### config.mk
export PLATFORM = sky130hd
export DESIGN_NAME = pong_graphics_anim
export DESIGN_NICKNAME = d
export VERILOG_FILES = /design/src/rtl/pong_pkg.sv /design/src/rtl/pong_refr_tick.sv /design/src/rtl/pong_graphics_anim.sv
export SDC_FILE = /design/constraint.sdc
export NUM_CORES = 1
export LEC_CHECK = 0
export CAP_MARGIN = 20
export CORE_ASPECT_RATIO = 0.75
export CORE_MARGIN = 2
export CORE_UTILIZATION = 54
export DETAILED_ROUTE_END_ITERATION = 6
export PLACE_DENSITY = 0.78
export SLEW_MARGIN = 25
export SYNTH_ARGS = -nofsm -noshare
export SYNTH_HDL_FRONTEND = slang
export SYNTH_SLANG_ARGS = --single-unit
### constraint.sdc
create_clock -name clk -period 3.1 [get_ports clk]
set_input_delay 0.775 -clock clk [delete_from_list [all_inputs] [get_ports clk]]
set_output_delay 0.775 -clock clk [all_outputs]
set_load 0.02 [all_outputs]
### src/rtl/pong_pkg.sv
// Shared definitions for the animated pong renderer.
//   - ball_state_e : serve/play state of the ball
//   - default screen size and object colours
//   - in_range()   : inclusive range test used by the renderer and the hit logic
package pong_pkg;

    typedef enum logic {
        SERVE = 1'b0,
        PLAY  = 1'b1
    } ball_state_e;

    localparam int H_RES_DEF = 640;
    localparam int V_RES_DEF = 480;

    localparam logic [11:0] WALL_RGB  = 12'h808;
    localparam logic [11:0] BAR_RGB   = 12'hAA0;
    localparam logic [11:0] BALL_RGB  = 12'hAAF;
    localparam logic [11:0] BG_RGB    = 12'hFFF;
    localparam logic [11:0] BLANK_RGB = 12'h000;

    // Inclusive lo <= v <= hi on 10-bit screen coordinates.
    function automatic logic in_range(input logic [9:0] v,
                                      input logic [9:0] lo,
                                      input logic [9:0] hi);
        return (v >= lo) && (v <= hi);
    endfunction

endpackage

### src/rtl/pong_refr_tick.sv
// Frame-edge detector for the pong renderer.
// Ports:
//   clk, reset_n        clock and asynchronous active-low reset
//   pixel_x, pixel_y    scan position from the sync generator
//   refr_tick           one-clock pulse per frame, when the scan first reaches
//                       (0, V_RES); holding that position for several clocks
//                       (slow pixel tick) still yields a single pulse
module pong_refr_tick
    import pong_pkg::*;
#(
    parameter int V_RES = V_RES_DEF
) (
    input  logic       clk,
    input  logic       reset_n,
    input  logic [9:0] pixel_x,
    input  logic [9:0] pixel_y,
    output logic       refr_tick
);

    localparam logic [9:0] V_RES_W = 10'(V_RES);

    logic frame_end_s;
    logic frame_end_r;
    logic frame_end_d_r;

    assign frame_end_s = (pixel_x == 10'd0) && (pixel_y == V_RES_W);

    // Register the frame-end condition and keep one delayed copy for edge detection
    always_ff @(posedge clk or negedge reset_n) begin
        if (!reset_n) begin
            frame_end_r   <= 1'b0;
            frame_end_d_r <= 1'b0;
        end else begin
            frame_end_r   <= frame_end_s;
            frame_end_d_r <= frame_end_r;
        end
    end

    assign refr_tick = frame_end_r & ~frame_end_d_r;

endmodule

### src/rtl/pong_graphics_anim.sv
// Animated pong renderer: fixed wall, button-driven paddle and a bouncing ball.
// Positions, directions and the serve/play state change once per frame.
// Ports:
//   clk, reset_n        clock and asynchronous active-low reset
//   video_on            visible-area flag; blank (000) outside it
//   pixel_x, pixel_y    current scan position
//   btn_up, btn_down    debounced, level-held paddle controls
//   rgb_pic             registered pixel colour, one clock behind pixel_x/pixel_y
//   hit                 one-clock pulse when the ball strikes the paddle
//   miss                one-clock pulse when the ball passes the right edge
// Build option: define ROUND_BALL_EN to draw the ball through an 8x8 circle mask
// (BALL_SIZE must then be 8); otherwise the full square is drawn.
module pong_graphics_anim
    import pong_pkg::*;
#(
    parameter int H_RES        = H_RES_DEF,
    parameter int V_RES        = V_RES_DEF,
    parameter int WALL_X_L     = 32,
    parameter int WALL_X_R     = 35,
    parameter int BAR_X_L      = 600,
    parameter int BAR_W        = 4,
    parameter int BAR_H        = 72,
    parameter int BAR_V        = 4,
    parameter int BALL_SIZE    = 8,
    parameter int BALL_V       = 2,
    parameter int SERVE_FRAMES = 60
) (
    input  logic        clk,
    input  logic        reset_n,
    input  logic        video_on,
    input  logic [9:0]  pixel_x,
    input  logic [9:0]  pixel_y,
    input  logic        btn_up,
    input  logic        btn_down,
    output logic [11:0] rgb_pic,
    output logic        hit,
    output logic        miss
);

    localparam int CNT_W = $clog2(SERVE_FRAMES);

    localparam logic [9:0] V_RES_W     = 10'(V_RES);
    localparam logic [9:0] WALL_X_L_W  = 10'(WALL_X_L);
    localparam logic [9:0] WALL_X_R_W  = 10'(WALL_X_R);
    localparam logic [9:0] BAR_X_L_W   = 10'(BAR_X_L);
    localparam logic [9:0] BAR_X_R_W   = 10'(BAR_X_L + BAR_W - 1);
    localparam logic [9:0] BAR_H_W     = 10'(BAR_H);
    localparam logic [9:0] BAR_H_M1_W  = 10'(BAR_H - 1);
    localparam logic [9:0] BAR_V_W     = 10'(BAR_V);
    localparam logic [9:0] BAR_Y_RST   = 10'((V_RES - BAR_H) / 2);
    localparam logic [9:0] BALL_S_W    = 10'(BALL_SIZE);
    localparam logic [9:0] BALL_S_M1_W = 10'(BALL_SIZE - 1);
    localparam logic [9:0] BALL_V_W    = 10'(BALL_V);
    localparam logic [9:0] BALL_X0     = 10'(H_RES / 2);
    localparam logic [9:0] BALL_Y0     = 10'(V_RES / 2);
    localparam logic [9:0] MISS_X_W    = 10'(H_RES - 1 - BALL_V);
    localparam logic [CNT_W-1:0] SERVE_LAST = CNT_W'(SERVE_FRAMES - 1);
    localparam logic [CNT_W-1:0] CNT_ZERO   = {CNT_W{1'b0}};
    localparam logic [CNT_W-1:0] CNT_ONE    = CNT_W'(1);

`ifdef ROUND_BALL_EN
    if (BALL_SIZE != 8) begin : g_ball_size_err
        $error("ROUND_BALL_EN requires BALL_SIZE == 8");
    end
`endif

    logic        refr_tick_s;
    ball_state_e state_r, state_nxt_s;
    logic [CNT_W-1:0] cnt_r, cnt_nxt_s;
    logic [9:0]  bar_yt_r, bar_nxt_s, bar_yb_s;
    logic [9:0]  ball_xl_r, ball_xl_nxt_s, ball_xr_s;
    logic [9:0]  ball_yt_r, ball_yt_nxt_s, ball_yb_s;
    logic        dir_x_r, dir_x_nxt_s, dir_x_new_s;   // 1 = moving right
    logic        dir_y_r, dir_y_nxt_s, dir_y_new_s;   // 1 = moving down
    logic        bar_up_ok_s, bar_dn_ok_s;
    logic        wall_bounce_s, bar_hit_s, miss_cond_s;
    logic [9:0]  ball_x_mv_s, ball_y_mv_s;
    logic        hit_nxt_s, miss_nxt_s;
    logic        wall_on_s, bar_on_s, ball_sq_s, ball_on_s;
    logic [11:0] rgb_nxt_s;

    pong_refr_tick #(.V_RES(V_RES)) u_refr_tick (
        .clk       (clk),
        .reset_n   (reset_n),
        .pixel_x   (pixel_x),
        .pixel_y   (pixel_y),
        .refr_tick (refr_tick_s)
    );

    assign bar_yb_s  = bar_yt_r + BAR_H_M1_W;
    assign ball_xr_s = ball_xl_r + BALL_S_M1_W;
    assign ball_yb_s = ball_yt_r + BALL_S_M1_W;

    assign bar_up_ok_s = btn_up & ~btn_down & (bar_yt_r >= BAR_V_W);
    assign bar_dn_ok_s = btn_down & ~btn_up & ((bar_yt_r + BAR_H_W + BAR_V_W) <= V_RES_W);

    // All bounce decisions look at the position before this frame's move.
    assign dir_y_new_s   = (ball_yt_r <= BALL_V_W) ? 1'b1 :
                           ((ball_yt_r + BALL_S_W + BALL_V_W) >= V_RES_W) ? 1'b0 : dir_y_r;
    assign wall_bounce_s = (ball_xl_r <= (WALL_X_R_W + BALL_V_W));
    assign bar_hit_s     = dir_x_r && in_range(ball_xr_s, BAR_X_L_W, BAR_X_R_W) &&
                           (ball_yt_r <= bar_yb_s) && (ball_yb_s >= bar_yt_r);
    assign dir_x_new_s   = bar_hit_s ? 1'b0 : (wall_bounce_s ? 1'b1 : dir_x_r);
    assign miss_cond_s   = (ball_xr_s >= MISS_X_W);

    // The move uses the freshly bounced direction; the clamp keeps it from wrapping below 0.
    assign ball_x_mv_s = dir_x_new_s ? (ball_xl_r + BALL_V_W) :
                         ((ball_xl_r >= BALL_V_W) ? (ball_xl_r - BALL_V_W) : 10'd0);
    assign ball_y_mv_s = dir_y_new_s ? (ball_yt_r + BALL_V_W) :
                         ((ball_yt_r >= BALL_V_W) ? (ball_yt_r - BALL_V_W) : 10'd0);

    // Per-frame next state for paddle, ball, directions and the serve/play FSM
    always_comb begin
        bar_nxt_s     = bar_yt_r;
        state_nxt_s   = state_r;
        cnt_nxt_s     = cnt_r;
        ball_xl_nxt_s = ball_xl_r;
        ball_yt_nxt_s = ball_yt_r;
        dir_x_nxt_s   = dir_x_r;
        dir_y_nxt_s   = dir_y_r;
        hit_nxt_s     = 1'b0;
        miss_nxt_s    = 1'b0;
        if (refr_tick_s) begin
            if (bar_up_ok_s) begin
                bar_nxt_s = bar_yt_r - BAR_V_W;
            end else if (bar_dn_ok_s) begin
                bar_nxt_s = bar_yt_r + BAR_V_W;
            end else begin
                bar_nxt_s = bar_yt_r;
            end
            case (state_r)
                SERVE: begin
                    ball_xl_nxt_s = BALL_X0;
                    ball_yt_nxt_s = BALL_Y0;
                    if (cnt_r == SERVE_LAST) begin
                        state_nxt_s = PLAY;
                        cnt_nxt_s   = CNT_ZERO;
                        dir_x_nxt_s = 1'b1;
                    end else begin
                        cnt_nxt_s   = cnt_r + CNT_ONE;
                    end
                end
                PLAY: begin
                    dir_x_nxt_s = dir_x_new_s;
                    dir_y_nxt_s = dir_y_new_s;
                    hit_nxt_s   = bar_hit_s;
                    if (miss_cond_s) begin
                        miss_nxt_s    = 1'b1;
                        state_nxt_s   = SERVE;
                        cnt_nxt_s     = CNT_ZERO;
                        ball_xl_nxt_s = BALL_X0;
                        ball_yt_nxt_s = BALL_Y0;
                    end else begin
                        ball_xl_nxt_s = ball_x_mv_s;
                        ball_yt_nxt_s = ball_y_mv_s;
                    end
                end
                default: begin
                    state_nxt_s   = SERVE;
                    cnt_nxt_s     = CNT_ZERO;
                    ball_xl_nxt_s = BALL_X0;
                    ball_yt_nxt_s = BALL_Y0;
                end
            endcase
        end else begin
            state_nxt_s = state_r;
        end
    end

    // Game state registers
    always_ff @(posedge clk or negedge reset_n) begin
        if (!reset_n) begin
            state_r   <= SERVE;
            cnt_r     <= CNT_ZERO;
            bar_yt_r  <= BAR_Y_RST;
            ball_xl_r <= BALL_X0;
            ball_yt_r <= BALL_Y0;
            dir_x_r   <= 1'b1;
            dir_y_r   <= 1'b1;
        end else begin
            state_r   <= state_nxt_s;
            cnt_r     <= cnt_nxt_s;
            bar_yt_r  <= bar_nxt_s;
            ball_xl_r <= ball_xl_nxt_s;
            ball_yt_r <= ball_yt_nxt_s;
            dir_x_r   <= dir_x_nxt_s;
            dir_y_r   <= dir_y_nxt_s;
        end
    end

    assign wall_on_s = in_range(pixel_x, WALL_X_L_W, WALL_X_R_W);
    assign bar_on_s  = in_range(pixel_x, BAR_X_L_W, BAR_X_R_W) && in_range(pixel_y, bar_yt_r, bar_yb_s);
    assign ball_sq_s = in_range(pixel_x, ball_xl_r, ball_xr_s) && in_range(pixel_y, ball_yt_r, ball_yb_s);

`ifdef ROUND_BALL_EN
    // Row bitmap of the round ball; symmetric, so bit order does not matter.
    function automatic logic [7:0] ball_rom(input logic [2:0] row);
        case (row)
            3'd0:    return 8'b0011_1100;
            3'd1:    return 8'b0111_1110;
            3'd2:    return 8'b1111_1111;
            3'd3:    return 8'b1111_1111;
            3'd4:    return 8'b1111_1111;
            3'd5:    return 8'b1111_1111;
            3'd6:    return 8'b0111_1110;
            3'd7:    return 8'b0011_1100;
            default: return 8'b0000_0000;
        endcase
    endfunction

    logic [2:0] rom_row_s, rom_col_s;
    logic [7:0] rom_bits_s;
    assign rom_row_s  = 3'(pixel_y - ball_yt_r);
    assign rom_col_s  = 3'(pixel_x - ball_xl_r);
    assign rom_bits_s = ball_rom(rom_row_s);
    assign ball_on_s  = ball_sq_s && rom_bits_s[rom_col_s];
`else
    assign ball_on_s  = ball_sq_s;
`endif

    // Colour selection: wall over paddle over ball over background
    always_comb begin
        rgb_nxt_s = BLANK_RGB;
        if (!video_on) begin
            rgb_nxt_s = BLANK_RGB;
        end else if (wall_on_s) begin
            rgb_nxt_s = WALL_RGB;
        end else if (bar_on_s) begin
            rgb_nxt_s = BAR_RGB;
        end else if (ball_on_s) begin
            rgb_nxt_s = BALL_RGB;
        end else begin
            rgb_nxt_s = BG_RGB;
        end
    end

    // Output registers
    always_ff @(posedge clk or negedge reset_n) begin
        if (!reset_n) begin
            rgb_pic <= BLANK_RGB;
            hit     <= 1'b0;
            miss    <= 1'b0;
        end else begin
            rgb_pic <= rgb_nxt_s;
            hit     <= hit_nxt_s;
            miss    <= miss_nxt_s;
        end
    end

endmodule

==> results of run 1 <==
[worst max-delay path: stages (launching register included)]
cell and delay (ns):
dfrtp_1 0.43, inv_4 0.05, ha_4 0.15, or3_1 0.38, xnor2_1 0.16, ha_1 0.28
o21ai_1 0.07, a21oi_2 0.16, o2111ai_4 0.13, a2111oi_4 0.35, a21o_2 0.25, buf_4 0.13
buf_4 0.10, mux2i_1 0.18, o22ai_1 0.09
[layer usage]
| layer | part of all wire, % | up-vias |
|---|---|---|
| li1 | - | 2318 |
| met1 | 48 | 2311 |
| met2 | 42 | 240 |
| met3 | 7.4 | 39 |
| met4 | 1.8 | 0 |
| met5 | 0 | - |
[state kept, by name, summed over array words and instances (netlist names)]
register                   count
bar_yt_r                       8
dir_x_r                        1
rgb_pic                        5
miss                           1
u_refr_tick.frame_end_d_r      1
u_refr_tick.frame_end_r        1
dir_y_r                        1
cnt_r                          6
ball_yt_r                      9
ball_xl_r                      9
state_r                        1
hit                            1
[power groups by stage]
stage               clock network, uW  logic [uW]  registers (uW)
floorplan                           0         186             603
finish                            543         340             598
global placement                    0         309             607
CTS                               551         324             598
detailed placement                  0         317             608
global route                      570         369             600
[per-stage QoR]
step           cell area (um2)  hold WS (ns)  total power, uW  setup TNS (ns)  cells
6_report                  5956        0.3980             1482               0    770
5_1_grt                   5956        0.4156             1538         -0.3274    770
4_1_cts                   5867        0.4001             1472               0    767
3_5_place_dp              5688        0.3803            924.6         -0.2029    757
3_3_place_gp              5688        0.3817            916.4               0    757
2_1_floorplan             5036        0.3677            789.0               0    587
[what timing repair did]
| action | in CTS | in global routing |
|---|---|---|
| endpoints found under the setup margin | 4 | 7 |
| pin swaps | 1 | 13 |
| resized for setup | 4 | 13 |
| hold buffers | 0 | 0 |
| setup buffers | 2 | 3 |
| endpoints found under the hold margin | 0 | 0 |
[cells in the final DEF (no fill, tap or decap), types with 3 or more instances in the layout]
| cell type | instances |
|---|---|
| or4_1 | 3 |
| clkdlybuf4s50_1 | 37 |
| nor3_1 | 15 |
| and3_1 | 4 |
| o211ai_1 | 8 |
| mux2i_1 | 3 |
| nand3b_1 | 5 |
| nor2b_1 | 6 |
| o22ai_1 | 4 |
| nand2_1 | 35 |
| xnor2_1 | 24 |
| clkbuf_16 | 5 |
| o21ai_0 | 34 |
| dfstp_2 | 12 |
| nor4_1 | 9 |
| a21oi_1 | 33 |
| ha_1 | 78 |
| a211oi_1 | 6 |
| inv_1 | 34 |
| a21o_1 | 9 |
| nand2b_1 | 6 |
| and2_1 | 5 |
| or3_1 | 3 |
| nand4_1 | 19 |
| o21a_1 | 11 |
| o31ai_1 | 6 |
| a31oi_1 | 7 |
| nand3_1 | 21 |
| a211o_1 | 6 |
| nor2_1 | 43 |
| buf_6 | 3 |
| dfrtp_1 | 31 |
| and3_2 | 3 |
| buf_4 | 56 |
[path summary, 6_finish.rpt]
path | end | cells after the start
max | ball_xl_r[2]$_DFFE_PN0P_ | 14
min | u_refr_tick.frame_end_d_r$_DFF_PN0_ | 0
max reg2reg | ball_xl_r[2]$_DFFE_PN0P_ | 14
min reg2reg | u_refr_tick.frame_end_d_r$_DFF_PN0_ | 0
max in group asynchronous | bar_yt_r[7]$_DFFE_PN1P_ | 2
min in group asynchronous | ball_yt_r[3]$_DFFE_PN0P_ | 1
[kinds of logic (layout without fill, tap and decap cells)]
kind of cell    after synthesis  after routing  synth area share (%)
compound gates              166            166                 23.70
xor+xnor                     27             27                 4.766
fa+ha+maj                    79             79                 19.92
buf+inv                      73            144                 7.690
flops                        44             44                 22.49
mux                           4              4                0.8321
simple gates                194            194                 20.60
[final cells by class]
type	count	area, um2	share of cell area [%]
inverters	39	153.9	2.584
well taps	112	140.1	2.353
clock buffers	5	125.1	2.101
repair buffers	97	829.5	13.93
clock inverters	3	21.27	0.3571
flip-flops and latches	44	1117	18.76
multi-input cells	470	3568	59.92
==> summary.md, run 1 <==
| Metric | Value |
|---|---|
| Ys flop type | `dfrtp_1` |
| Die height | `87.02 um` |
| First-pass DRT Iterations | `7` |
| Gate power share | `23.0%` |
| HP Class | `reg -> reg` |
| Clock sinks | `44` |
| Normalized max-slew margin | `41.55%` |
| CP Class | `reg -> reg` |
| Global-route wire length before repair | `23180 um` |
| Syn Area/Cell | `8.454 um2` |
| Switch share | `29.37%` |
| Yosys warnings | `0` |
| Worst setup margin | `0.04358 ns` |
| LEAKAGE | `0.002471 uW` |
| Dominant cell type by area after synthesis | `ha_1` |
| Via count | `4908` |
| Vias per Instance | `6.374` |
| Crit path DAT | `3.21 ns` |
| Slew of the pin with the lowest slew margin | `0.8673 ns` |
| IO Pins | `39` |
| Crit share post-route | `98.59%` |
| Final min period | `3.056 ns` |
| Initial antenna violation count | `0` |
| Fill cells | `730` |
| Die Footprint | `0.009980 mm2` |
| Worst hold path startpoint | `u_refr_tick.frame_end_r$_DFF_PN0_` |
| Post-route antenna net violation count | `0` |
| Most used routing layer | `met2` |
| GR Overflow Total | `0` |
| Power share of the sequential group | `40.4%` |
| Netlist cell types | `78` |
| DRC | `0` |
| Number of global-route vias before repair | `4651` |
| M3 GR Usage | `4.662%` |
| Inserted Clock Buffers | `5` |
| Die Span X | `114.7 um` |
| Commonest cells in the netlist | `ha_1, nor2_1, inv_1` |
| Final Util | `66.39%` |
| Clk slew on worst S/H paths | `0.07 ns` |
| Worst slack, placed | `-0.08887 ns` |
| Mapped Area | `0.004962 mm2` |
| Largest net degree at the start of global routing | `23` |
| Routed WL | `14290 um` |
| Power Density | `248.8 mW/mm2` |
| Row count | `30` |
| Status | `finished clean` |
| Final setup fails | `0` |
| Wire per inst | `18.56 um` |
| Ys async rst share | `100.0%` |
| Worst-skew pair later-pin latency | `0.29 ns` |
| R2R setup slack | `0.04 ns` |
| Max Clock Skew | `0.004995 ns` |
| Seq/Total Area, Yosys | `22.49%` |
| Startpoint types | `register` |
| Core area | `0.008971 mm2` |
| Met1 usage | `43.66%` |
| Pins Over Slew Limit | `0` |
| Fmax | `0.3272 GHz` |
| Count leader, synth | `ha_1` |
| R2R Path Start | `ball_yt_r[1]$_DFFE_PN0P_` |
| Root buf cell | `clkbuf_16` |
| Starting Density | `55.31%` |
| Clock network fraction of total power | `36.7%` |
| Placer congestion estimate | `0.9564` |
| Synth area leaders | `ha_1, dfrtp_1, dfstp_2` |
| Share of post-route cells with drive strength above 1 | `17.93%` |
| N_diodes | `0` |
| Max_cap viols | `0` |
| Gate Count Post-Synth | `587` |
| CTS tree | `built` |
| Layout Nets | `761` |
| Mapped Nets | `691` |
| P_int | `1046 uW` |
| Final Hold Viols | `0` |
| Top cell type's share of synthesized area | `19.92%` |
| Final HPWL from detailed placement | `11190 um` |
| DRT iter0 DRCs | `541` |
| All-Layer GR Usage | `29.35%` |
| Switching pwr | `435.2 uW` |
| Max Root-Sink Buffers | `2` |
| H-tree levels | `2` |
| Met2 Use GR | `44.59%` |
| Post-synth EDFFs | `0` |
| Critical path startpoint | `ball_yt_r[1]$_DFFE_PN0P_` |
| Area grow syn2layout | `20.02%` |
| Max VDD drop | `0.0001789 V` |
| #FFs+latches synth | `44` |
| CP Capture Type | `register` |
| Required time worst endpoint | `3.25 ns` |
| Worst Path Max Fanout | `6` |
| RSZ-0062 raised after global routing | `true` |
| Input/output buffers | `38` |
Note: power is estimated with default switching activity, not from simulation.
==> run 2, diff against run 1 <==
CORE_ASPECT_RATIO = 0.7   (was 0.75)
==> summary.md, run 2 (synthesized netlist as in run 1, its figures left out) <==
| Metric | Value |
|---|---|
| Commonest non-fill, non-tap cell in the layout | `ha_1` |
| Max Root-Sink Buffers | `2 (unchanged)` |
| Final Hold Viols | `0 (unchanged)` |
| Area grow syn2layout | `19.47%` |
| LEAKAGE | `0.002432 uW (-1.6%)` |
| Routed WL | `14430 um (+1.0%)` |
| DRT iter0 DRCs | `413 (-24%)` |
| Input/output buffers | `38 (unchanged)` |
| Final Util | `65.88% (-0.51 points)` |
| Core area | `0.008999 mm2 (+0.31%)` |
| Final min period | `3.017 ns (-0.03947 ns)` |
| Final HPWL from detailed placement | `11250 um (+0.47%)` |
| Cell area after layout | `0.005928 mm2 (-0.46%)` |
| Max Clock Skew | `0.003789 ns (-0.001207 ns)` |
| Inserted Clock Buffers | `5 (unchanged)` |
| Max_cap viols | `0 (unchanged)` |
| Pins Over Slew Limit | `0 (unchanged)` |
| Status | `finished clean` |
| Layout Nets | `751 (-1.3%)` |
| Largest net degree at the start of global routing | `44 (+91%)` |
| Placed instance area | `0.005628 mm2 (-1.1%)` |
| Post-route antenna net violation count | `0 (unchanged)` |
| HP Class | `reg -> reg` |
| Startpoint types | `register` |
| Placer congestion estimate | `0.9254 (-3.2%)` |
| All-Layer GR Usage | `29.49% (+0.15 points)` |
| Clk slew on worst S/H paths | `0.07 ns (about the same)` |
| Via count | `4910 (+0.041%)` |
| CP Class | `reg -> reg` |
| Root buf cell | `clkbuf_16` |
| Slew of the pin with the lowest slew margin | `0.8509 ns (-0.01635 ns)` |
| First-pass DRT Iterations | `5 (-2)` |
| H-tree levels | `2 (unchanged)` |
| Row count | `29 (-3.3%)` |
| Die height | `84.21 um (-3.2%)` |
| Number of global-route vias before repair | `4715 (+1.4%)` |
| IO Pins | `39 (unchanged)` |
| Worst slack, placed | `-0.02922 ns (+0.05965 ns)` |
| Normalized max-slew margin | `42.65% (+1.1 points)` |
| Max VDD drop | `0.0001990 V (+11%)` |
| Largest registers | `ball_xl_r (9), ball_yt_r (9), bar_yt_r (8)` |
| Clock sinks | `44 (unchanged)` |
| Power Density | `261.7 mW/mm2 (+5.2%)` |
| Crit path DAT | `3.23 ns (+0.02 ns)` |
| Worst-skew pair later-pin latency | `0.29 ns (about the same)` |
| DRC | `0 (unchanged)` |
| Vias per Instance | `6.360 (-0.22%)` |
| RSZ-0062 raised after global routing | `true` |
| Fmax | `0.3315 GHz (+1.3%)` |
| Die Span X | `118.6 um (+3.4%)` |
| Initial antenna violation count | `0 (unchanged)` |
| Final setup fails | `0 (unchanged)` |
| Global-route wire length before repair | `23850 um (+2.9%)` |
| Starting Density | `55.14% (-0.17 points)` |
| Crit share post-route | `97.32% (-1.3 points)` |
| CTS tree | `built` |
| Die Footprint | `0.009985 mm2 (about the same)` |
| GR Overflow Total | `0 (unchanged)` |
| Share of post-route cells with drive strength above 1 | `16.98% (-0.96 points)` |
| Wire per inst | `18.69 um (+0.75%)` |
| Worst setup margin | `0.08305 ns (+0.03947 ns)` |
| Fill cells | `773 (+5.9%)` |
| N_diodes | `0 (unchanged)` |
| Worst Path Max Fanout | `4 (-2)` |
| CTS Hold Buffers Added | `0 (unchanged)` |
| Required time worst endpoint | `3.31 ns (+0.06 ns)` |
| CP Capture Type | `register` |
| Setup total negative slack | `0 ns (unchanged)` |
| Most frequent cells in the layout | `ha_1, buf_4, nor2_1` |
## run 2: path summary, 6_finish.rpt
| check | from | to | slack (ns) | cells past startpoint |
|---|---|---|---|---|
| max | ball_yt_r[4]$_DFFE_PN1P_ | ball_xl_r[7]$_DFFE_PN0P_ | 0.08 | 12 |
| min | u_refr_tick.frame_end_r$_DFF_PN0_ | u_refr_tick.frame_end_d_r$_DFF_PN0_ | 0.41 | 0 |
| max reg2reg | ball_yt_r[4]$_DFFE_PN1P_ | ball_xl_r[7]$_DFFE_PN0P_ | 0.08 | 12 |
| min reg2reg | u_refr_tick.frame_end_r$_DFF_PN0_ | u_refr_tick.frame_end_d_r$_DFF_PN0_ | 0.41 | 0 |
| max in group asynchronous | reset_n | bar_yt_r[3]$_DFFE_PN1P_ | 2.04 | 2 |
| min in group asynchronous | reset_n | ball_yt_r[2]$_DFFE_PN0P_ | 0.46 | 1 |
## run 2: layout make-up
type | count | area, um2 | share of cell area, %
multi-input cells | 470 | 3577 | 60.34
well taps | 124 | 155.1 | 2.617
clock buffers | 5 | 125.1 | 2.111
clock inverters | 3 | 47.55 | 0.8020
flip-flops and latches | 44 | 1116 | 18.83
repair buffers | 87 | 753.2 | 12.71
inverters | 39 | 153.9 | 2.596
## run 2: worst max-delay path: stages, from the launching register on
cell       delay (ns)
dfstp_2          0.56
inv_2            0.06
or3_4            0.41
xnor2_4          0.14
ha_1             0.28
o21ai_2          0.06
a21oi_2          0.15
o2111ai_4        0.14
a2111oi_4        0.35
buf_4            0.19
a21oi_4          0.05
or3_1            0.33
a32oi_1          0.20
## run 2: timing repair
action                                  in CTS  in global routing
endpoints found under the setup margin       4                  6
pin swaps                                    0                 19
buffers inserted                             0                  5
gates resized for setup                      2                 18
## run 2: power breakdown
| group | switching (uW) | internal (uW) | total, uW |
|---|---|---|---|
| Sequential | 16.4 | 582 | 599 |
| Combinational | 175 | 150 | 324 |
| Clock | 245 | 383 | 628 |
## run 2: per-stage QoR
step	hold slack, ns	instances	total power (uW)
finish	0.4104	772	1552
floorplan	0.3677	587	789.0
global placement	0.3790	759	894.8
CTS	0.4118	767	1540
detailed placement	0.3793	759	908.8
global route	0.4222	772	1618
## run 2: per-layer routing
| metal | GRT usage, % | share of wire (%) | wire length (um) | up-vias |
|---|---|---|---|---|
| met5 | 0 | 0 | 0 | - |
| met4 | 6.602 | 1.2 | 176 | 0 |
| met3 | 6.522 | 9.4 | 1357 | 20 |
| met2 | 44.57 | 43 | 6191 | 258 |
| met1 | 43.13 | 46 | 6706 | 2325 |
| li1 | - | - | - | 2307 |
